[config.mk]
export PLATFORM = sky130hd
export DESIGN_NAME = bus_loader_arbiter_flat
export DESIGN_NICKNAME = d
export VERILOG_FILES = /design/src/rtl/bus_loader_arbiter_pkg.sv /design/src/rtl/bus_loader_arbiter_if.sv /design/src/rtl/bus_loader_arbiter_loader_fsm.sv /design/src/rtl/bus_loader_arbiter.sv /design/src/flat_wrapper.sv
export SDC_FILE = /design/constraint.sdc
export NUM_CORES = 1
export LEC_CHECK = 0
export CORE_ASPECT_RATIO = 0.7
export CORE_UTILIZATION = 25
export DETAILED_ROUTE_END_ITERATION = 12
export SKIP_CTS_REPAIR_TIMING = 1
export SLEW_MARGIN = 25
export SYNTH_ARGS = -nofsm -noshare
export SYNTH_HDL_FRONTEND = slang
export SYNTH_SLANG_ARGS = --single-unit
export TNS_END_PERCENT = 30
[constraint.sdc]
create_clock -name eclk -period 6.4 [get_ports eclk]
set_clock_uncertainty 0.05 [all_clocks]
set_input_delay 1.92 -clock eclk [delete_from_list [all_inputs] [get_ports eclk]]
set_output_delay 1.92 -clock eclk [all_outputs]
set_load 0.02 [all_outputs]
[src/rtl/bus_loader_arbiter_pkg.sv]
// Shared constants and types for the CPU/host-loader memory arbiter.
// Host command bytes, loader FSM states and the loader operation kind.
package bus_pkg;

   localparam logic [7:0] CMD_W = 8'h57;
   localparam logic [7:0] CMD_R = 8'h52;
   localparam logic [7:0] CMD_H = 8'h48;
   localparam logic [7:0] CMD_G = 8'h47;

   typedef enum logic [2:0] {
      IDLE,
      ADDR_HI,
      ADDR_LO,
      COUNT,
      WDATA,
      RD_ISSUE,
      RD_WAIT,
      TX
   } ld_state_t;

   typedef enum logic [1:0] {
      OP_WRITE,
      OP_READ,
      OP_ECHO
   } ld_op_t;

   // A count byte of zero stands for a full 256-byte block.
   function automatic logic [8:0] count_decode(input logic [7:0] b);
      return (b == 8'd0) ? 9'd256 : {1'b0, b};
   endfunction

endpackage

[src/rtl/bus_loader_arbiter_if.sv]
// CPU bus, host byte stream and memory port of the loader/arbiter.
// slave = arbiter side, master = surrounding system (CPU, UART, RAM).
interface bus_loader_arbiter_if #(
   parameter int ADDR_W = 16
);
   logic              cpu_req;
   logic [ADDR_W-1:0] cpu_addr;
   logic              cpu_rw;
   logic [7:0]        cpu_wdata;
   logic [7:0]        cpu_rdata;
   logic              cpu_rvalid;
   logic              cpu_hold;
   logic [7:0]        rx_data;
   logic              rx_valid;
   logic [7:0]        tx_data;
   logic              tx_valid;
   logic              tx_ready;
   logic [ADDR_W-1:0] mem_addr;
   logic              mem_we;
   logic [7:0]        mem_wdata;
   logic [7:0]        mem_rdata;

   modport slave (
      input  cpu_req, cpu_addr, cpu_rw, cpu_wdata, rx_data, rx_valid, tx_ready, mem_rdata,
      output cpu_rdata, cpu_rvalid, cpu_hold, tx_data, tx_valid, mem_addr, mem_we, mem_wdata
   );

   modport master (
      output cpu_req, cpu_addr, cpu_rw, cpu_wdata, rx_data, rx_valid, tx_ready, mem_rdata,
      input  cpu_rdata, cpu_rvalid, cpu_hold, tx_data, tx_valid, mem_addr, mem_we, mem_wdata
   );
endinterface

[src/rtl/bus_loader_arbiter_loader_fsm.sv]
// Host command decoder: W/R block transfers plus H/G CPU hold control; one read in flight,
// one write pending. Requests wait for ld_gnt; tx byte held until tx_ready; rx is never stalled.
module loader_fsm
   import bus_pkg::*;
#(
   parameter int ADDR_W        = 16,
   parameter bit HOLD_ON_RESET = 1'b1
) (
   input  logic              eclk,
   input  logic              ereset,
   input  logic [7:0]        rx_data,
   input  logic              rx_valid,
   output logic [7:0]        tx_data,
   output logic              tx_valid,
   input  logic              tx_ready,
   output logic              cpu_hold,
   output logic              ld_req,
   output logic              ld_we,
   output logic [ADDR_W-1:0] ld_addr,
   output logic [7:0]        ld_wdata,
   input  logic              ld_gnt,
   input  logic [7:0]        mem_rdata
);

   ld_state_t         state_q, state_d;
   ld_op_t            op_q, op_d;
   logic [7:0]        addr_hi_q;
   logic [ADDR_W-1:0] addr_q;
   logic [8:0]        cnt_q;
   logic              pend_vld_q;
   logic [ADDR_W-1:0] pend_addr_q;
   logic [7:0]        pend_dat_q;
   logic [7:0]        tx_q;
   logic              hold_q;

   logic latch_op, set_hold, clr_hold, cap_hi, cap_lo, cap_cnt;
   logic wr_queue, rd_cap, tx_done;

   always_comb begin
      state_d  = state_q;
      op_d     = op_q;
      latch_op = 1'b0;
      set_hold = 1'b0;
      clr_hold = 1'b0;
      cap_hi   = 1'b0;
      cap_lo   = 1'b0;
      cap_cnt  = 1'b0;
      wr_queue = 1'b0;
      rd_cap   = 1'b0;
      tx_done  = 1'b0;
      case (state_q)
         IDLE: begin
            if (rx_valid) begin
               case (rx_data)
                  CMD_W: begin latch_op = 1'b1; op_d = OP_WRITE; state_d = ADDR_HI; end
                  CMD_R: begin latch_op = 1'b1; op_d = OP_READ;  state_d = ADDR_HI; end
                  CMD_H: begin latch_op = 1'b1; op_d = OP_ECHO; set_hold = 1'b1; state_d = TX; end
                  CMD_G: begin latch_op = 1'b1; op_d = OP_ECHO; clr_hold = 1'b1; state_d = TX; end
                  default: ;
               endcase
            end
         end
         ADDR_HI: if (rx_valid) begin cap_hi = 1'b1; state_d = ADDR_LO; end
         ADDR_LO: if (rx_valid) begin cap_lo = 1'b1; state_d = COUNT; end
         COUNT: begin
            if (rx_valid) begin
               cap_cnt = 1'b1;
               state_d = (op_q == OP_WRITE) ? WDATA : RD_ISSUE;
            end
         end
         WDATA: begin
            if (rx_valid && cnt_q != 9'd0) wr_queue = 1'b1;
            // Leave only once the final queued byte has actually reached memory.
            if (cnt_q == 9'd0 && (!pend_vld_q || ld_gnt)) state_d = IDLE;
         end
         RD_ISSUE: if (ld_gnt) state_d = RD_WAIT;
         RD_WAIT: begin rd_cap = 1'b1; state_d = TX; end
         TX: begin
            if (tx_ready) begin
               tx_done = 1'b1;
               if (op_q == OP_ECHO || cnt_q == 9'd1) state_d = IDLE;
               else                                  state_d = RD_ISSUE;
            end
         end
         default: state_d = IDLE;
      endcase
   end

   always_ff @(posedge eclk) begin
      if (ereset) begin
         state_q     <= IDLE;
         op_q        <= OP_WRITE;
         addr_hi_q   <= 8'd0;
         addr_q      <= '0;
         cnt_q       <= 9'd0;
         pend_vld_q  <= 1'b0;
         pend_addr_q <= '0;
         pend_dat_q  <= 8'd0;
         tx_q        <= 8'd0;
         hold_q      <= HOLD_ON_RESET;
      end else begin
         state_q <= state_d;
         if (latch_op) op_q <= op_d;
         if (set_hold) hold_q <= 1'b1;
         if (clr_hold) hold_q <= 1'b0;
         if (set_hold || clr_hold) tx_q <= rx_data;
         if (cap_hi) addr_hi_q <= rx_data;
         if (cap_lo) addr_q <= ADDR_W'({addr_hi_q, rx_data});
         if (cap_cnt) cnt_q <= count_decode(rx_data);
         if (wr_queue) begin
            pend_vld_q  <= 1'b1;
            pend_addr_q <= addr_q;
            pend_dat_q  <= rx_data;
            addr_q      <= addr_q + ADDR_W'(1);
            cnt_q       <= cnt_q - 9'd1;
         end else if (ld_gnt) begin
            pend_vld_q <= 1'b0;
         end
         if (rd_cap) tx_q <= mem_rdata;
         if (tx_done && op_q != OP_ECHO) begin
            addr_q <= addr_q + ADDR_W'(1);
            cnt_q  <= cnt_q - 9'd1;
         end
      end
   end

   assign ld_req   = pend_vld_q || (state_q == RD_ISSUE);
   assign ld_we    = pend_vld_q;
   assign ld_addr  = pend_vld_q ? pend_addr_q : addr_q;
   assign ld_wdata = pend_dat_q;
   assign tx_valid = (state_q == TX);
   assign tx_data  = tx_q;
   assign cpu_hold = hold_q;

endmodule

[src/rtl/bus_loader_arbiter.sv]
// Single-port RAM shared by the CPU (fixed priority, read data 1 eclk after request) and the host loader.
// The CPU is never stalled; loader accesses wait for a cycle with cpu_req low.
module bus_loader_arbiter
   import bus_pkg::*;
#(
   parameter int ADDR_W        = 16,
   parameter bit HOLD_ON_RESET = 1'b1
) (
   input  logic                  eclk,
   input  logic                  ereset,
   bus_loader_arbiter_if.slave   bus
);

   logic              ld_req, ld_we, ld_gnt;
   logic [ADDR_W-1:0] ld_addr;
   logic [7:0]        ld_wdata;
   logic              rvalid_q;
   logic [7:0]        rdata_q;

   loader_fsm #(
      .ADDR_W        (ADDR_W),
      .HOLD_ON_RESET (HOLD_ON_RESET)
   ) u_loader (
      .eclk      (eclk),
      .ereset    (ereset),
      .rx_data   (bus.rx_data),
      .rx_valid  (bus.rx_valid),
      .tx_data   (bus.tx_data),
      .tx_valid  (bus.tx_valid),
      .tx_ready  (bus.tx_ready),
      .cpu_hold  (bus.cpu_hold),
      .ld_req    (ld_req),
      .ld_we     (ld_we),
      .ld_addr   (ld_addr),
      .ld_wdata  (ld_wdata),
      .ld_gnt    (ld_gnt),
      .mem_rdata (bus.mem_rdata)
   );

   always_comb begin
      bus.mem_addr  = '0;
      bus.mem_we    = 1'b0;
      bus.mem_wdata = 8'd0;
      ld_gnt        = 1'b0;
      if (bus.cpu_req) begin
         bus.mem_addr  = bus.cpu_addr;
         bus.mem_we    = ~bus.cpu_rw;
         bus.mem_wdata = bus.cpu_wdata;
      end else if (ld_req) begin
         bus.mem_addr  = ld_addr;
         bus.mem_we    = ld_we;
         bus.mem_wdata = ld_wdata;
         ld_gnt        = 1'b1;
      end
   end

   // RAM output is only meaningful in the cycle after a read, so keep a copy for the CPU.
   always_ff @(posedge eclk) begin
      if (ereset) begin
         rvalid_q <= 1'b0;
         rdata_q  <= 8'd0;
      end else begin
         rvalid_q <= bus.cpu_req & bus.cpu_rw;
         if (rvalid_q) rdata_q <= bus.mem_rdata;
      end
   end

   assign bus.cpu_rvalid = rvalid_q;
   assign bus.cpu_rdata  = rvalid_q ? bus.mem_rdata : rdata_q;

endmodule

[src/flat_wrapper.sv]
// flat-port wrapper written by rule: the top's interface ports become plain ports
module bus_loader_arbiter_flat import bus_pkg::*;
#(
   parameter int ADDR_W        = 16,
   parameter bit HOLD_ON_RESET = 1'b1
)
  (eclk, ereset, bus_cpu_req, bus_cpu_addr, bus_cpu_rw, bus_cpu_wdata, bus_rx_data, bus_rx_valid, bus_tx_ready, bus_mem_rdata, bus_cpu_rdata, bus_cpu_rvalid, bus_cpu_hold, bus_tx_data, bus_tx_valid, bus_mem_addr, bus_mem_we, bus_mem_wdata);
  bus_loader_arbiter_if #(.ADDR_W(ADDR_W)) bus_i ();
  input  logic eclk;
  input  logic ereset;
  input wire logic [$bits(bus_i.cpu_req)-1:0] bus_cpu_req;
  input wire logic [$bits(bus_i.cpu_addr)-1:0] bus_cpu_addr;
  input wire logic [$bits(bus_i.cpu_rw)-1:0] bus_cpu_rw;
  input wire logic [$bits(bus_i.cpu_wdata)-1:0] bus_cpu_wdata;
  input wire logic [$bits(bus_i.rx_data)-1:0] bus_rx_data;
  input wire logic [$bits(bus_i.rx_valid)-1:0] bus_rx_valid;
  input wire logic [$bits(bus_i.tx_ready)-1:0] bus_tx_ready;
  input wire logic [$bits(bus_i.mem_rdata)-1:0] bus_mem_rdata;
  output wire logic [$bits(bus_i.cpu_rdata)-1:0] bus_cpu_rdata;
  output wire logic [$bits(bus_i.cpu_rvalid)-1:0] bus_cpu_rvalid;
  output wire logic [$bits(bus_i.cpu_hold)-1:0] bus_cpu_hold;
  output wire logic [$bits(bus_i.tx_data)-1:0] bus_tx_data;
  output wire logic [$bits(bus_i.tx_valid)-1:0] bus_tx_valid;
  output wire logic [$bits(bus_i.mem_addr)-1:0] bus_mem_addr;
  output wire logic [$bits(bus_i.mem_we)-1:0] bus_mem_we;
  output wire logic [$bits(bus_i.mem_wdata)-1:0] bus_mem_wdata;
  assign bus_i.cpu_req = bus_cpu_req;
  assign bus_i.cpu_addr = bus_cpu_addr;
  assign bus_i.cpu_rw = bus_cpu_rw;
  assign bus_i.cpu_wdata = bus_cpu_wdata;
  assign bus_i.rx_data = bus_rx_data;
  assign bus_i.rx_valid = bus_rx_valid;
  assign bus_i.tx_ready = bus_tx_ready;
  assign bus_i.mem_rdata = bus_mem_rdata;
  assign bus_cpu_rdata = bus_i.cpu_rdata;
  assign bus_cpu_rvalid = bus_i.cpu_rvalid;
  assign bus_cpu_hold = bus_i.cpu_hold;
  assign bus_tx_data = bus_i.tx_data;
  assign bus_tx_valid = bus_i.tx_valid;
  assign bus_mem_addr = bus_i.mem_addr;
  assign bus_mem_we = bus_i.mem_we;
  assign bus_mem_wdata = bus_i.mem_wdata;
  bus_loader_arbiter #(.ADDR_W(ADDR_W), .HOLD_ON_RESET(HOLD_ON_RESET)) u_core (.eclk(eclk), .ereset(ereset), .bus(bus_i));
endmodule
# [Word-level counts from Yosys, hierarchy flattened]
# Cells that the tools add are included.
[word_totals] inputBits=46 out_inout_bits=44 wordCells=115 ff_bits=81
[op_classes] n_addsub=2 n_bitwise=2 n_reduce_logical=24 muxes=53 n_eq_ne=22
[op_table] cell="$mux 16" n=6
[op_table] cell="$mux 8" n=5
[op_table] cell="$mux 9" n=4
[op_table] cell="$eq 8x7->1 const B" n=4
[op_table] cell="$mux 1" n=27
[op_table] cell="$mux 3" n=8
[op_table] cell="$pmux 3 s8" n=1
[op_table] cell="$add 16x1->16 const B" n=1
[op_table] cell="$ne 2x2->1 const B" n=8
[op_table] cell="$eq 3x3->1 const B" n=4
[op_table] cell="$eq 9x1->1 const B" n=1
[op_table] cell="$logic_not 9->1" n=1
[op_table] cell="$reduce_bool 3->1" n=3
[op_table] cell="$reduce_bool 9->1" n=1
[op_table] cell="$sub 9x1->9 const B" n=1
[op_table] cell="$logic_not 8->1" n=1
[op_table] cell="$reduce_and 8->1" n=1
[op_table] cell="$eq 3x2->1 const B" n=2
[op_table] cell="$pmux 2 s3" n=1
[op_table] cell="$pmux 3 s2" n=1
[op_table] cell="$reduce_bool 2->1" n=3
[op_table] cell="$logic_or 1x1->1" n=4
[op_table] cell="$reduce_and 4->1" n=1
[op_table] cell="$reduce_or 2->1" n=2
[op_table] cell="10 further kinds" n=12

# [Longest topological paths before layout]
# Gate-level depths: netlist of the first run.
[depth] ltp_word=8 ltp_mapped=9 ltp_nobuf=7

# [By module]
# Synthesis of the first run repeated with hierarchy kept, for this count alone.
[hier_totals] cells_unflattened=514 area_unflattened_um2=4334.2
[by_module_without_submodules] module="loader_fsm" cells_each=449 area_each_um2=3674.8 seq_area_each_um2=1441.4 n_inst=1
[by_module_without_submodules] module="bus_loader_arbiter" cells_each=65 area_each_um2=659.4 seq_area_each_um2=180.2 n_inst=1

# [Least setup slack after synthesis of the first run]
# Ideal clock, no wire load.
[synth_path] path_kind="input to output" start="in bus_cpu_req" end="out bus_mem_addr[10]" path_stages=4 t_required_ps=4430 t_arrival_ps=2938 n_path_buf=2 slack_ps=1492 cell_sequence="or2_1 > clkbuf_1 > clkbuf_1 > o21ai_0"
[synth_via] elab_chain_len=1
[synth_rtl] item="start, declared" line="flat_wrapper.sv:11" rtl="input wire logic [$bits(bus_i.cpu_req)-1:0] bus_cpu_req;"
[synth_rtl] item="$mux 16" line="bus_loader_arbiter.sv:45" rtl="if (bus.cpu_req) begin"
[synth_rtl] item="end, declared" line="flat_wrapper.sv:24" rtl="output wire logic [$bits(bus_i.mem_addr)-1:0] bus_mem_addr;"
# No other way between the ends.

# [Worst setup path after layout of the first run]
[layout_path] start="in bus_cpu_req" end="out bus_mem_wdata[2]"
[layout_via] elab_chain_len=1
[layout_rtl] item="$mux 8" line="bus_loader_arbiter.sv:45"
[layout_rtl] item="end, declared" line="flat_wrapper.sv:26" rtl="output wire logic [$bits(bus_i.mem_wdata)-1:0] bus_mem_wdata;"
# No other way between the ends.

==> results of run 1 <==
==> cells in the mapped netlist (all sizes together) (5+ instances only) <==
cell	number
nor3	7
a22oi	8
a22o	8
dfxtp	81
a21oi	55
inv	11
nand3	10
buf	19
nand4	6
nor2b	10
nor4	8
clkbuf	21
mux2i	28
nor2	33
nand2	95
a211oi	10
o21ai	30
nand2b	5
mux2	9
a31oi	10
==> report_power, final <==
group          total (mW)  internal, mW  leakage [nW]  switching (mW)
combinational       0.111        0.0562          1.04          0.0551
sequential          0.509         0.507         0.653         0.00221
clock               0.526         0.310         0.144           0.216
total                1.15         0.873          1.83           0.273
==> registers in the layout, summed over array words and instances (netlist names) <==
| register | cells |
|---|---|
| u_core.u_loader.ld_wdata | 8 |
| u_core.u_loader.pend_addr_q | 16 |
| u_core.u_loader.cpu_hold | 1 |
| u_core.u_loader.op_q | 2 |
| u_core.u_loader.state_q | 3 |
| u_core.u_loader.addr_q | 16 |
| u_core.u_loader.addr_hi_q | 8 |
| u_core.rdata_q | 8 |
| u_core.u_loader.cnt_q | 9 |
| u_core.u_loader.tx_data | 8 |
| u_core.u_loader.ld_we | 1 |
| u_core.bus.cpu_rvalid | 1 |
==> critical path, stage by stage <==
cell and delay (ns):
sky130_fd_sc_hd__clkdlybuf4s50_1 0.44, sky130_fd_sc_hd__buf_4 0.22, sky130_fd_sc_hd__nor2_1 0.53, sky130_fd_sc_hd__a22o_1 0.23, sky130_fd_sc_hd__clkdlybuf4s50_1 0.60
==> metrics by stage <==
step           power (mW)  instance area (um^2)  hold slack, ns
2_1_floorplan       0.569                  4330           0.381
3_3_place_gp        0.631                  5360           0.393
3_5_place_dp        0.631                  5360           0.396
4_1_cts              1.15                  5660           0.404
5_1_grt              1.18                  5670           0.424
6_report             1.15                  5670           0.405
==> cell type report <==
type	count	area, um^2
fillers	1746	11000
multi-input cells	397	2480
flip-flops and latches	81	1620
repair buffers	97	946
well taps	225	282
clock buffers	10	239
clock inverters	5	56.3
inverters	11	41.3
==> routing by layer <==
layer / up-vias / track usage / routed length, um / share of wire
li1: 2050 / - / - / -
met1: 1949 / 0.232 / 6980 / 0.53
met2: 118 / 0.207 / 5280 / 0.40
met3: 10 / 0.0421 / 759 / 0.058
met4: 0 / 0.0314 / 85 / 0.0065
met5: - / 0 / 0 / 0
==> cells by family (layout without fill, tap and decap cells) <==
group | after synthesis | count (layout) | synth area share
adders and majority gates | 4 | 4 | 0.0116
xor gates and xnor gates | 1 | 1 | 0.00202
and+or+nand+nor | 199 | 199 | 0.236
DFF | 81 | 81 | 0.374
AOI/OAI and AO/OA | 156 | 156 | 0.235
buffers and inverters | 51 | 123 | 0.0526
muxes | 37 | 37 | 0.0881
==> path summary, 6_finish.rpt <==
kind	start	to	slack, ns	cells after the start
worst max register to register	u_core.u_loader.state_q[2]	u_core.u_loader.addr_q[5]	3.54	5
worst max-delay path	bus_cpu_req	bus_mem_wdata[2]	0.48	5
worst min-delay path	u_core.u_loader.pend_addr_q[10]	u_core.u_loader.pend_addr_q[10]	0.41	2
worst min register to register	u_core.u_loader.pend_addr_q[10]	u_core.u_loader.pend_addr_q[10]	0.41	2
==> impl.org, run 1 <==
** Cells and area
- Final net count :: between 600 and 700
- Diode insertion count for antenna repair :: 0
- The top cell types in the final layout, fill and taps aside, are sky130_fd_sc_hd__nand2_1 (94), sky130_fd_sc_hd__clkdlybuf4s50_1 (88), sky130_fd_sc_hd__dfxtp_1 (81).
- Utilization of the core after routing :: 0.341
- Relative to the synthesized area, the layout overhead comes to 30.9%.
- The finished layout holds about 830 standard cells, fillers aside.
- Most common cell after layout, fill and taps aside :: sky130_fd_sc_hd__nand2_1
- In the final layout, the share of cells above drive strength 1 is 0.0849.

** Timing
- Post-route clock period utilization :: 0.925
- Timing would allow up to 0.169 GHz.
- The smallest clock period supported by the final layout is computed as 5.92 ns.
- Setup TNS Final :: 0 ns
- Count of final hold-check violations :: 0
- Once routing completed, OpenROAD measured the worst setup slack at 0.482 ns.
- Fin. max-slew vios :: 0
- Setup repair after global routing missed its margin :: no
- In this run the tightest slew margin relative to its limit is 0.392.
- Final setup violation count :: 0
- Least-Margin Pin Slew :: 0.911 ns

** Clocking
- Clock transition at the registers of the reported paths :: 0.06 ns
- The H-tree generated during clock tree synthesis spans 3 levels.
- The number of clock buffers added by TritonCTS is 9.
- CTS tree :: built
- The longest clock path from root to sink contains 2 buffers.
- Root buf cell :: sky130_fd_sc_hd__clkbuf_16
- For the worst-skew pair, the clock arrives at the later sink with an insertion delay of 0.35 ns.
- The clock net in this run drives a total of about 80 sinks.

** Logic synthesis
- Primary flip-flop cell chosen by synthesis mapping :: sky130_fd_sc_hd__dfxtp_1
- A synthesized cell averages 8.19 um^2.
- The synthesized design contains 0 enable-type register cells.
- Area of the mapped netlist :: 4330 um^2
- Yosys reg bits :: 81
- Number of synthesis warnings :: 0
- Post-synth net total :: 579
- Sequential share of the synthesized area :: 0.374
- Yosys attributes the largest share of cell area to sky130_fd_sc_hd__dfxtp_1 (37%), sky130_fd_sc_hd__nand2_1 (8.1%), sky130_fd_sc_hd__mux2i_1 (6.5%).
- Proportion of register bits with asynchronous set or reset after synthesis :: 0
- Gate count after technology mapping :: 529
- The number of different library cells used by synthesis comes to 70.
- The share of synthesized area in the top cell type comes to 0.374.
- Of all cell types, the one taking the most synthesized area is sky130_fd_sc_hd__dfxtp_1.

** Floorplan
- Overall die area :: 17,900 um^2
- Die Wd :: roughly 160 um
- The die is between 100 and 150 um tall.
- After floorplanning, the core was sized to cover 16,600 um^2.
- Starting density of the core :: 0.260
- Number of placement rows :: 39
- Pin placement for this block handled 90 I/O pins.

** Global routing
- Across every metal layer, demand over resource in global routing totals 0.152.
- Grt total ovfl :: 0
- Entering global routing, the biggest net connects 60 pins.
- Via count of the first global-routing pass :: 3,872
- First-pass GRT wire length :: around 22 mm
- The number of antenna violations at the first check in global routing was 0.

** Placed design
- Dpl ws :: about 0.51 ns
- DP Wirelength :: 9.15 mm
- Input and output buffers added on the ports amount to 89.
- In this run, placement finished with an instance count of 810.
- Routability-driven placement finished with a final weighted congestion of 0.812.

** Route
- The final layout contains routed wiring with a total length of ~13 mm.
- DR WL/cell :: 15.9 um
- Via count of the routed design :: approximately 4,100
- Once detail routing completed, the nets flagged for antenna violations numbered 0.
- DRC violation count after routing :: 0
- Via density per instance :: 5.00
- Starting DRT DRC Count :: roughly 330
- Pre-Repair DR Iteration Count :: 5

** Critical path
- Critical Path End Type :: output pin
- STA classifies the critical path startpoint as an input pin.
- STA puts the critical path data required time at 4.43 ns.
- Critical path data arrival time :: between 3 and 4 ns
- Worst Setup Path Type :: input pin to output pin
- In this run the worst path has a maximum fanout of 18.

** Run status
- The run finished with clean final reports.

** Run
- The tool flagged a number of max-cap violations equal to 0.

** Hold path
- In this run the worst hold path is classified as register to register.

** Power
- Dividing total power by cell area gives a power density of 202 nW/um^2.
- Peak VDD IR :: 0.0905 mV
- For this design the static power due to leakage is 1.83 nW.
(Power assumes the default switching activity.)
==> run 2: changes to the inputs <==
--- a/config.mk
+++ b/config.mk
@@ -6,8 +6,10 @@
 export NUM_CORES = 1
 export LEC_CHECK = 0
 export CORE_ASPECT_RATIO = 0.7
+export CORE_MARGIN = 2
 export CORE_UTILIZATION = 25
 export DETAILED_ROUTE_END_ITERATION = 12
+export GPL_ROUTABILITY_DRIVEN = 1
 export SKIP_CTS_REPAIR_TIMING = 1
 export SLEW_MARGIN = 25
 export SYNTH_ARGS = -nofsm -noshare
==> constraint.sdc (replaced) <==
create_clock -name eclk -period 7.41 [get_ports eclk]
set_clock_uncertainty 0.05 [all_clocks]
set_input_delay 2.223 -clock eclk [delete_from_list [all_inputs] [get_ports eclk]]
set_output_delay 2.223 -clock eclk [all_outputs]
set_load 0.02 [all_outputs]
==> run 2 against run 1 <==
Net effect: non-clock buffer count decreased by 1; core utilization fell by 0.69 points; sequential share of layout area shrank 0.14 points; count of clock-buffer cells in the layout fell by 1; first-iteration DRC count is 4.3% lower; sequential power down 14%; sequential cell count unchanged; worst hold slack got worse by 0.0033 ns; die area increased by 3.1%; worst setup slack improved by 0.35 ns; critical endpoint is now bus_mem_addr[8]; final cell count increased by 0.73%.
==> impl.org, run 2 (synthesis gave the netlist of run 1 again) <==
** Power
- Peak VDD IR :: 0.122 mV (was 0.0905 mV)
- Final Power :: 1.01 mW (was 1.15 mW)
- The leakage component of the power came to 1.84 nW (was 1.83 nW).
- The total power divided by cell area came to 177 nW/um^2 (was 202 nW/um^2).

** Timing
- Derived from the worst setup path, the maximum achievable clock frequency is 0.152 GHz.
- The worst max-slew margin expressed relative to the limit came to 0.487 (was 0.392).
- Post-route clock period utilization :: 0.887
- Least-Margin Pin Slew :: 0.764 ns (was 0.911 ns)
- The final worst hold slack came to 0.402 ns (was 0.405 ns).
- Count of final hold-check violations :: 0 (unchanged)
- The final total negative setup slack came to 0 ns (unchanged).
- Setup repair after global routing missed its margin :: no (unchanged)
- Final setup violation count :: 0 (unchanged)
- Min Clock Period, post-route :: roughly 6.6 ns
- Fin. max-slew vios :: 0 (unchanged)

** Hold path
- Instance count along the most critical hold path :: 2 (unchanged)
- The endpoint of the worst hold-timing path is u_core.u_loader.pend_addr_q[5] (was u_core.u_loader.pend_addr_q[10]).
- Worst Min Path Start :: u_core.u_loader.pend_addr_q[5] (was u_core.u_loader.pend_addr_q[10])
- Tightest Hold Check Type :: register to register (unchanged)

** Clocking
- The number of sinks handled by clock tree synthesis came to 81 (unchanged).
- The depth of the CTS H-tree was 3 (unchanged).
- The number of CTS-inserted buffers came to 9 (unchanged).
- CTS tree :: built (unchanged)
- The later-pin clock latency in the skew report is 0.33 ns (was 0.35 ns).
- Longest Clk Path Bufs :: 2 (unchanged)
- The clock transition at the register clock pins on the worst setup and hold paths after CTS was 0.06 ns (about the same).
- Root buf cell :: sky130_fd_sc_hd__clkbuf_16 (unchanged)

** Route
- The average wire per standard cell was 15.3 um (was 15.9 um).
- The violation count after the first detailed-routing iteration came to 313 (was 327).
- Wire length reported by the detailed router :: 12.7 mm (was 13.1 mm)
- The number of routed nets with antenna violations was 0 (unchanged).
- The remaining routing DRC violations was 0 (unchanged).
- Pre-Repair DR Iteration Count :: 5 (unchanged)
- Via density per instance :: 4.87 (was 5.00)
- Via count of the routed design :: 4,054 (was 4,127)

** Cells and area
- The number of standard cells in the final layout excluding fillers was 832 (was 826).
- The filler cell count came to 1,789 (was 1,746).
- The most common cell after layout, fill and taps aside is sky130_fd_sc_hd__nand2_1 (unchanged).
- Fraction of final layout cells sized beyond drive strength 1 :: 0.0849 (unchanged)
- Synth-to-Final Area Change :: 31.5% (was 30.9%)
- Most frequent cells in the layout: sky130_fd_sc_hd__nand2_1 (94), sky130_fd_sc_hd__clkdlybuf4s50_1 (88), sky130_fd_sc_hd__dfxtp_1 (81) (unchanged).
- The final antenna diode count came to 0 (unchanged).
- Largest registers :: u_core.u_loader.addr_q x16, u_core.u_loader.pend_addr_q x16, u_core.u_loader.cnt_q x9 (unchanged)
- The final standard cell utilization of the core was 0.334 (was 0.341).
- The final layout net count was 646 (was 647).

** Floorplan
- I/O pin count :: 90 (unchanged)
- Die Wd :: 161 um (was 159 um)
- The number of cell rows was 40 (was 39).
- The effective utilization at floorplan was 0.254 (was 0.260).
- The area of the die was 18,400 um^2 (was 17,900 um^2).
- Core ar. :: 17,100 um^2 (was 16,600 um^2)
- Die span in y :: 114 um (was 112 um)

** Run status
- Status :: complete, no violations (unchanged)

** Critical path
- The depth of the worst register-to-register path was 5 (unchanged).
- The startpoint kind of the worst setup timing path is an input pin (unchanged).
- Max stage delay on crit path :: 0.63 ns (was 0.60 ns)
- The flop-to-flop setup slack is 4.87 ns (was 3.54 ns).
- The start of the worst register-to-register path was u_core.u_loader.state_q[2] (unchanged).
- CP cell instances: clkdlybuf4s50_1, or2_1, o21ai_0, clkdlybuf4s50_1 (was clkdlybuf4s50_1, buf_4, nor2_1, a22o_1, clkdlybuf4s50_1).
- The arrival time at the worst endpoint was 4.30 ns (was 3.95 ns).
- The maximum net fanout on the critical path is 16 (was 18).
- The data required time of the worst path is 5.14 ns (was 4.43 ns).
- The critical-path cell with the highest stage delay was sky130_fd_sc_hd__clkdlybuf4s50_1 (unchanged).
- Critical Path End Type :: output pin (unchanged)
- Worst Setup Path Type :: input pin to output pin (unchanged)
- The most frequent cell on the critical path is sky130_fd_sc_hd__clkdlybuf4s50_1 (unchanged).
- The capture instance of the worst register-to-register path was u_core.u_loader.addr_q[3] (was u_core.u_loader.addr_q[5]).

** Global routing
- Antenna violations before repair :: 0 (unchanged)
- The global-route usage over all layers came to 0.142 (was 0.152).
- The residual overflow from global routing came to 0 (unchanged).
- Via count of the first global-routing pass :: 3,803 (was 3,872)
- The wire length of the first global-routing pass is 20.8 mm (was 21.5 mm).
- The pin count of the biggest net entering global routing is 62 (was 60).

** Run
- Max cap viols :: 0 (unchanged)

** Placed design
- DP Wirelength :: 8.97 mm (was 9.15 mm)
- The total placed cells including tap cells was 815 (was 810).
- The number of buffers added on ports was 89 (unchanged).
- GP Congestion :: 0.840 (was 0.812)
## run 2: cell count changes in the layout (fill, tap and decap cells not counted)
cell                         change
sky130_fd_sc_hd__buf_6           +1
sky130_fd_sc_hd__clkinvlp_4      +1
sky130_fd_sc_hd__clkinv_4        -1
sky130_fd_sc_hd__clkbuf_8        -1
sky130_fd_sc_hd__bufinv_16       +1
sky130_fd_sc_hd__buf_4           -2
sky130_fd_sc_hd__inv_6           +1
## run 2: how the worst max path moves through the flow
stage,slack [ns],cells after the start,start,end
floorplan,1.90,4,bus_cpu_req,bus_mem_addr[10]
global placement,0.87,4,bus_cpu_req,bus_mem_addr[7]
detailed placement,0.83,4,bus_cpu_req,bus_mem_addr[3]
CTS,0.83,4,bus_cpu_req,bus_mem_addr[3]
global route,0.66,4,bus_cpu_req,bus_mem_addr[8]
finish,0.84,4,bus_cpu_req,bus_mem_addr[8]
## run 2: critical path: cells and delay by family
family          cells  cell delay [ns]
simple gates        1             0.54
compound gates      1             0.26
buf+inv             2             1.26
## run 2: power by group
group | internal (mW) | switching (mW) | leakage [nW]
sequential | 0.438 | 0.00190 | 0.653
combinational | 0.0482 | 0.0469 | 1.03
clock | 0.295 | 0.181 | 0.152
total | 0.781 | 0.230 | 1.84
## run 2: area by class of cell
type	count	area, um^2	share of cell area
clock buffer	9	225	0.0396
clock inverter	7	93.8	0.0165
inverter	11	41.3	0.00725
multi-input combinational	397	2480	0.436
sequential	81	1620	0.285
tap	231	289	0.0508
timing repair buffer	96	942	0.165
## run 2: per-stage QoR
step | instance area [um^2] | setup slack [ns]
global placement | 5360 | 0.873
finish | 5690 | 0.836
detailed placement | 5360 | 0.825
floorplan | 4330 | 1.90
CTS | 5680 | 0.825
global route | 5690 | 0.662
## run 2: routing by layer
metal,GRT usage,share of wire
met1,0.214,0.51
met2,0.196,0.39
met3,0.0471,0.098
met4,0.0268,0.0024
met5,0,0
==> run 3: changes to the inputs <==
--- a/config.mk
+++ b/config.mk
@@ -14,5 +14,6 @@
 export SLEW_MARGIN = 25
 export SYNTH_ARGS = -nofsm -noshare
 export SYNTH_HDL_FRONTEND = slang
+export SYNTH_HIERARCHICAL = 1
 export SYNTH_SLANG_ARGS = --single-unit
 export TNS_END_PERCENT = 30
==> run 3 against run 2 <==
Net effect: synthesized cell count down 2.8%; global-route usage shrank 0.63 points; worst hold slack hardly changed; die area is essentially flat; register-to-register slack lost 0.84 ns; final cell count is 1.7% lower; wire length fell by 2.3%; core utilization is 0.25 points lower; critical endpoint is now bus_mem_addr[15]; critical path type unchanged; sequential cell count unchanged; non-clock buffer count stayed put; sequential share of layout area up 0.21 points.
==> impl.org, run 3 <==
** Run status
- Status :: complete, no violations (unchanged)

** Floorplan
- Overall die area :: 18,400 um^2 (about the same)
- The total I/O pin count was 90 (unchanged).
- The die width came to 161 um (about the same).
- The die height came to 114 um (about the same).
- The area of the core is 17,100 um^2 (unchanged).
- The effective utilization at floorplan came to 0.254 (about the same).
- Number of placement rows :: 40 (unchanged)

** Global routing
- The via count of the first global-routing pass was 3,569 (was 3,803).
- The fraction of met2 tracks used by global routing is 0.178 (was 0.196).
- The most used routing layer in global routing is met1 (unchanged).
- The wire length of the first global-routing pass came to 19.8 mm (was 20.8 mm).
- The number of antenna violations at the first check in global routing was 1 (was 0).
- The global-route usage over all layers is 0.136 (was 0.142).
- Met3 track demand over resource :: 0.0493 (was 0.0471)
- GR met1 Demand/Resource :: 0.207 (was 0.214)
- The residual overflow from global routing was 0 (unchanged).
- The pin count of the biggest net entering global routing was 51 (was 62).

** Logic synthesis
- Count of distinct cell types in the synthesized netlist :: 68 (was 70)
- The number of enable flip-flop cells after synthesis came to 0 (unchanged).
- Synth top area cells :: sky130_fd_sc_hd__dfxtp_1 (37%), sky130_fd_sc_hd__nand2_1 (7.0%), sky130_fd_sc_hd__a21oi_1 (6.0%) (was sky130_fd_sc_hd__dfxtp_1 (37%), sky130_fd_sc_hd__nand2_1 (8.1%), sky130_fd_sc_hd__mux2i_1 (6.5%))
- The synthesized instance count is 514 (was 529).
- Post-synth net total :: 564 (was 579)
- The top cell type's share of synthesized area was 0.374 (about the same).
- The top cell type by total area after synthesis is sky130_fd_sc_hd__dfxtp_1 (unchanged).
- Primary flip-flop cell chosen by synthesis mapping :: sky130_fd_sc_hd__dfxtp_1 (unchanged)
- Proportion of register bits with asynchronous set or reset after synthesis :: 0 (unchanged)
- The number of register bits inferred by synthesis was 81 (unchanged).
- Ranking of synthesized cells by instance count :: sky130_fd_sc_hd__dfxtp_1 (81), sky130_fd_sc_hd__nand2_1 (81), sky130_fd_sc_hd__a21oi_1 (52) (was sky130_fd_sc_hd__nand2_1 (94), sky130_fd_sc_hd__dfxtp_1 (81), sky130_fd_sc_hd__a21oi_1 (54))
- Number of synthesis warnings :: 6 (was 0)
- The share of the yosys chip area belonging to registers came to 0.374 (about the same).
- The mean cell area of the mapped netlist came to 8.43 um^2 (was 8.19 um^2).
- Area of the mapped netlist :: 4330 um^2 (about the same)

** Clocking
- CTS tree :: built (unchanged)
- The buffer levels on the longest clock path came to 2 (unchanged).
- The clock transition at the register clock pins on the worst setup and hold paths after CTS came to 0.06 ns (about the same).
- The number of sinks handled by clock tree synthesis is 81 (unchanged).
- The depth of the CTS H-tree was 3 (unchanged).
- The number of CTS-inserted buffers is 9 (unchanged).
- Skew-Pair Late Insertion Delay :: 0.34 ns (was 0.33 ns)
- Root buf cell :: sky130_fd_sc_hd__clkbuf_16 (unchanged)

** Timing
- Setup repair after global routing missed its margin :: no (unchanged)
- The portion of the clock cycle consumed by the worst path in the final layout is 0.853 (was 0.887).
- Fin. max-slew vios :: 0 (unchanged)
- Count of final hold-check violations :: 0 (unchanged)
- Post-route setup slack :: 1.09 ns (was 0.836 ns)
- Min Clock Period, post-route :: 6.32 ns (was 6.57 ns)
- The worst max-slew margin expressed relative to the limit came to 0.386 (was 0.487).
- Final setup violation count :: 0 (unchanged)
- The final total negative setup slack is 0 ns (unchanged).
- The peak clock frequency supported by timing is 0.158 GHz (was 0.152 GHz).
- The actual slew at the worst max-slew pin is 0.921 ns (was 0.764 ns).

** Route
- The final wirelength came to 12.4 mm (was 12.7 mm).
- The via total after detailed routing was 4,013 (was 4,054).
- The average wire per standard cell is 15.2 um (was 15.3 um).
- The via-per-instance ratio is 4.91 (was 4.87).
- The detailed-routing iteration count for the pre-antenna-repair pass is 5 (unchanged).
- The remaining routing DRC violations came to 0 (unchanged).
- Starting DRT DRC Count :: 428 (was 313)
- Routed Antenna Nets :: 0 (unchanged)

** Cells and area
- Fraction of final layout cells sized beyond drive strength 1 :: 0.102 (was 0.0849)
- The growth of design area from synthesis to finish is 30.4% (was 31.5%).
- The most common cell after layout, fill and taps aside is sky130_fd_sc_hd__clkdlybuf4s50_1 (was sky130_fd_sc_hd__nand2_1).
- The number of standard cells in the final layout excluding fillers was 818 (was 832).
- Largest registers: u_core/u_loader/addr_q x16, u_core/u_loader/pend_addr_q x16, u_core/u_loader/cnt_q x9 (was u_core.u_loader.addr_q x16, u_core.u_loader.pend_addr_q x16, u_core.u_loader.cnt_q x9).
- Most frequent cells in the layout: sky130_fd_sc_hd__clkdlybuf4s50_1 (88), sky130_fd_sc_hd__nand2_1 (81), sky130_fd_sc_hd__dfxtp_1 (81) (was sky130_fd_sc_hd__nand2_1 (94), sky130_fd_sc_hd__clkdlybuf4s50_1 (88), sky130_fd_sc_hd__dfxtp_1 (81)).
- Diode insertion count for antenna repair :: 0 (unchanged)
- Final Cell Area :: 5650 um^2 (was 5690 um^2)
- Final net count :: 632 (was 646)

** Critical path
- The endpoint class of the critical path was an output pin (unchanged).
- The flop-to-flop setup slack came to 4.03 ns (was 4.87 ns).
- The arrival time at the worst endpoint came to 4.05 ns (was 4.30 ns).
- The data required time of the worst path was 5.14 ns (about the same).
- The startpoint kind of the worst setup timing path is an input pin (unchanged).
- The critical path start-end classification is input pin to output pin (unchanged).
- The maximum net fanout on the critical path is 25 (was 16).

** Placed design
- Port buffer count :: 89 (unchanged)
- The instance area at placement came to 5360 um^2 (about the same).
- The weighted congestion reported at the end of routability-driven placement came to 0.816 (was 0.840).
- Number of instances in the placed design :: 802 (was 815)
- The worst setup slack before clock tree synthesis is 1.08 ns (was 0.825 ns).
- DP Wirelength :: 8.69 mm (was 8.97 mm)

** Hold path
- The class of the tightest hold or removal check is register to register (unchanged).

** Power
- The total power divided by cell area came to 175 nW/um^2 (was 177 nW/um^2).
- The largest voltage drop on the vdd net came to 0.106 mV (was 0.122 mV).
- Leakage power summed over all cells :: 1.89 nW (was 1.84 nW)

** Run
- The number of max-cap violations came to 0 (unchanged).
[run 3: logic make-up after synthesis]
group,count (synthesis),synth area share
simple gates,196,0.236
compound gates,153,0.240
fa+ha+maj,4,0.0115
flops,81,0.374
buf+inv,51,0.0592
xor+xnor,1,0.00202
mux,28,0.0771
[run 3: cell type report]
type | instances | area [um^2]
clock buffer | 9 | 225
inverter | 12 | 45.0
timing repair buffer | 96 | 938
fill | 1767 | 11400
tap | 231 | 289
sequential | 81 | 1620
clock inverter | 7 | 70.1
multi-input combinational | 382 | 2460
[run 3: worst max-delay path, stage by stage]
cell	delay (ns)
sky130_fd_sc_hd__clkdlybuf4s50_1	0.58
sky130_fd_sc_hd__nor2b_2	0.17
sky130_fd_sc_hd__buf_4	0.29
sky130_fd_sc_hd__a22o_1	0.19
sky130_fd_sc_hd__clkdlybuf4s50_1	0.60
[run 3: path summary, 6_finish.rpt]
| kind | startpoint | end | depth (start not counted) |
|---|---|---|---|
| worst max register to register | u_core/u_loader/state_q[2] | u_core/u_loader/state_q[0] | 9 |
| worst max-delay path | bus_cpu_req | bus_mem_addr[15] | 5 |
| worst min register to register | u_core/u_loader/pend_addr_q[13] | u_core/u_loader/pend_addr_q[13] | 2 |
| worst min-delay path | u_core/u_loader/pend_addr_q[13] | u_core/u_loader/pend_addr_q[13] | 2 |
[run 3: stage by stage]
| step | util | hold slack [ns] | total power, mW |
|---|---|---|---|
| floorplan | - | 0.383 | 0.497 |
| global placement | 0.314 | 0.392 | 0.552 |
| detailed placement | 0.314 | 0.394 | 0.552 |
| CTS | 0.331 | 0.404 | 1.00 |
| global route | 0.331 | 0.417 | 1.03 |
| finish | 0.331 | 0.402 | 0.988 |
[run 3: layer usage]
metal,part of all wire,vias up
li1,-,2018
met1,0.53,1864
met2,0.38,124
met3,0.079,7
met4,0.0066,0
met5,0,-
[run 3: power by group]
part	leakage [nW]	switching [mW]	total, mW	internal (mW)
registers	0.653	0.00373	0.442	0.438
clock network	0.146	0.184	0.445	0.261
logic	1.10	0.0470	0.101	0.0538
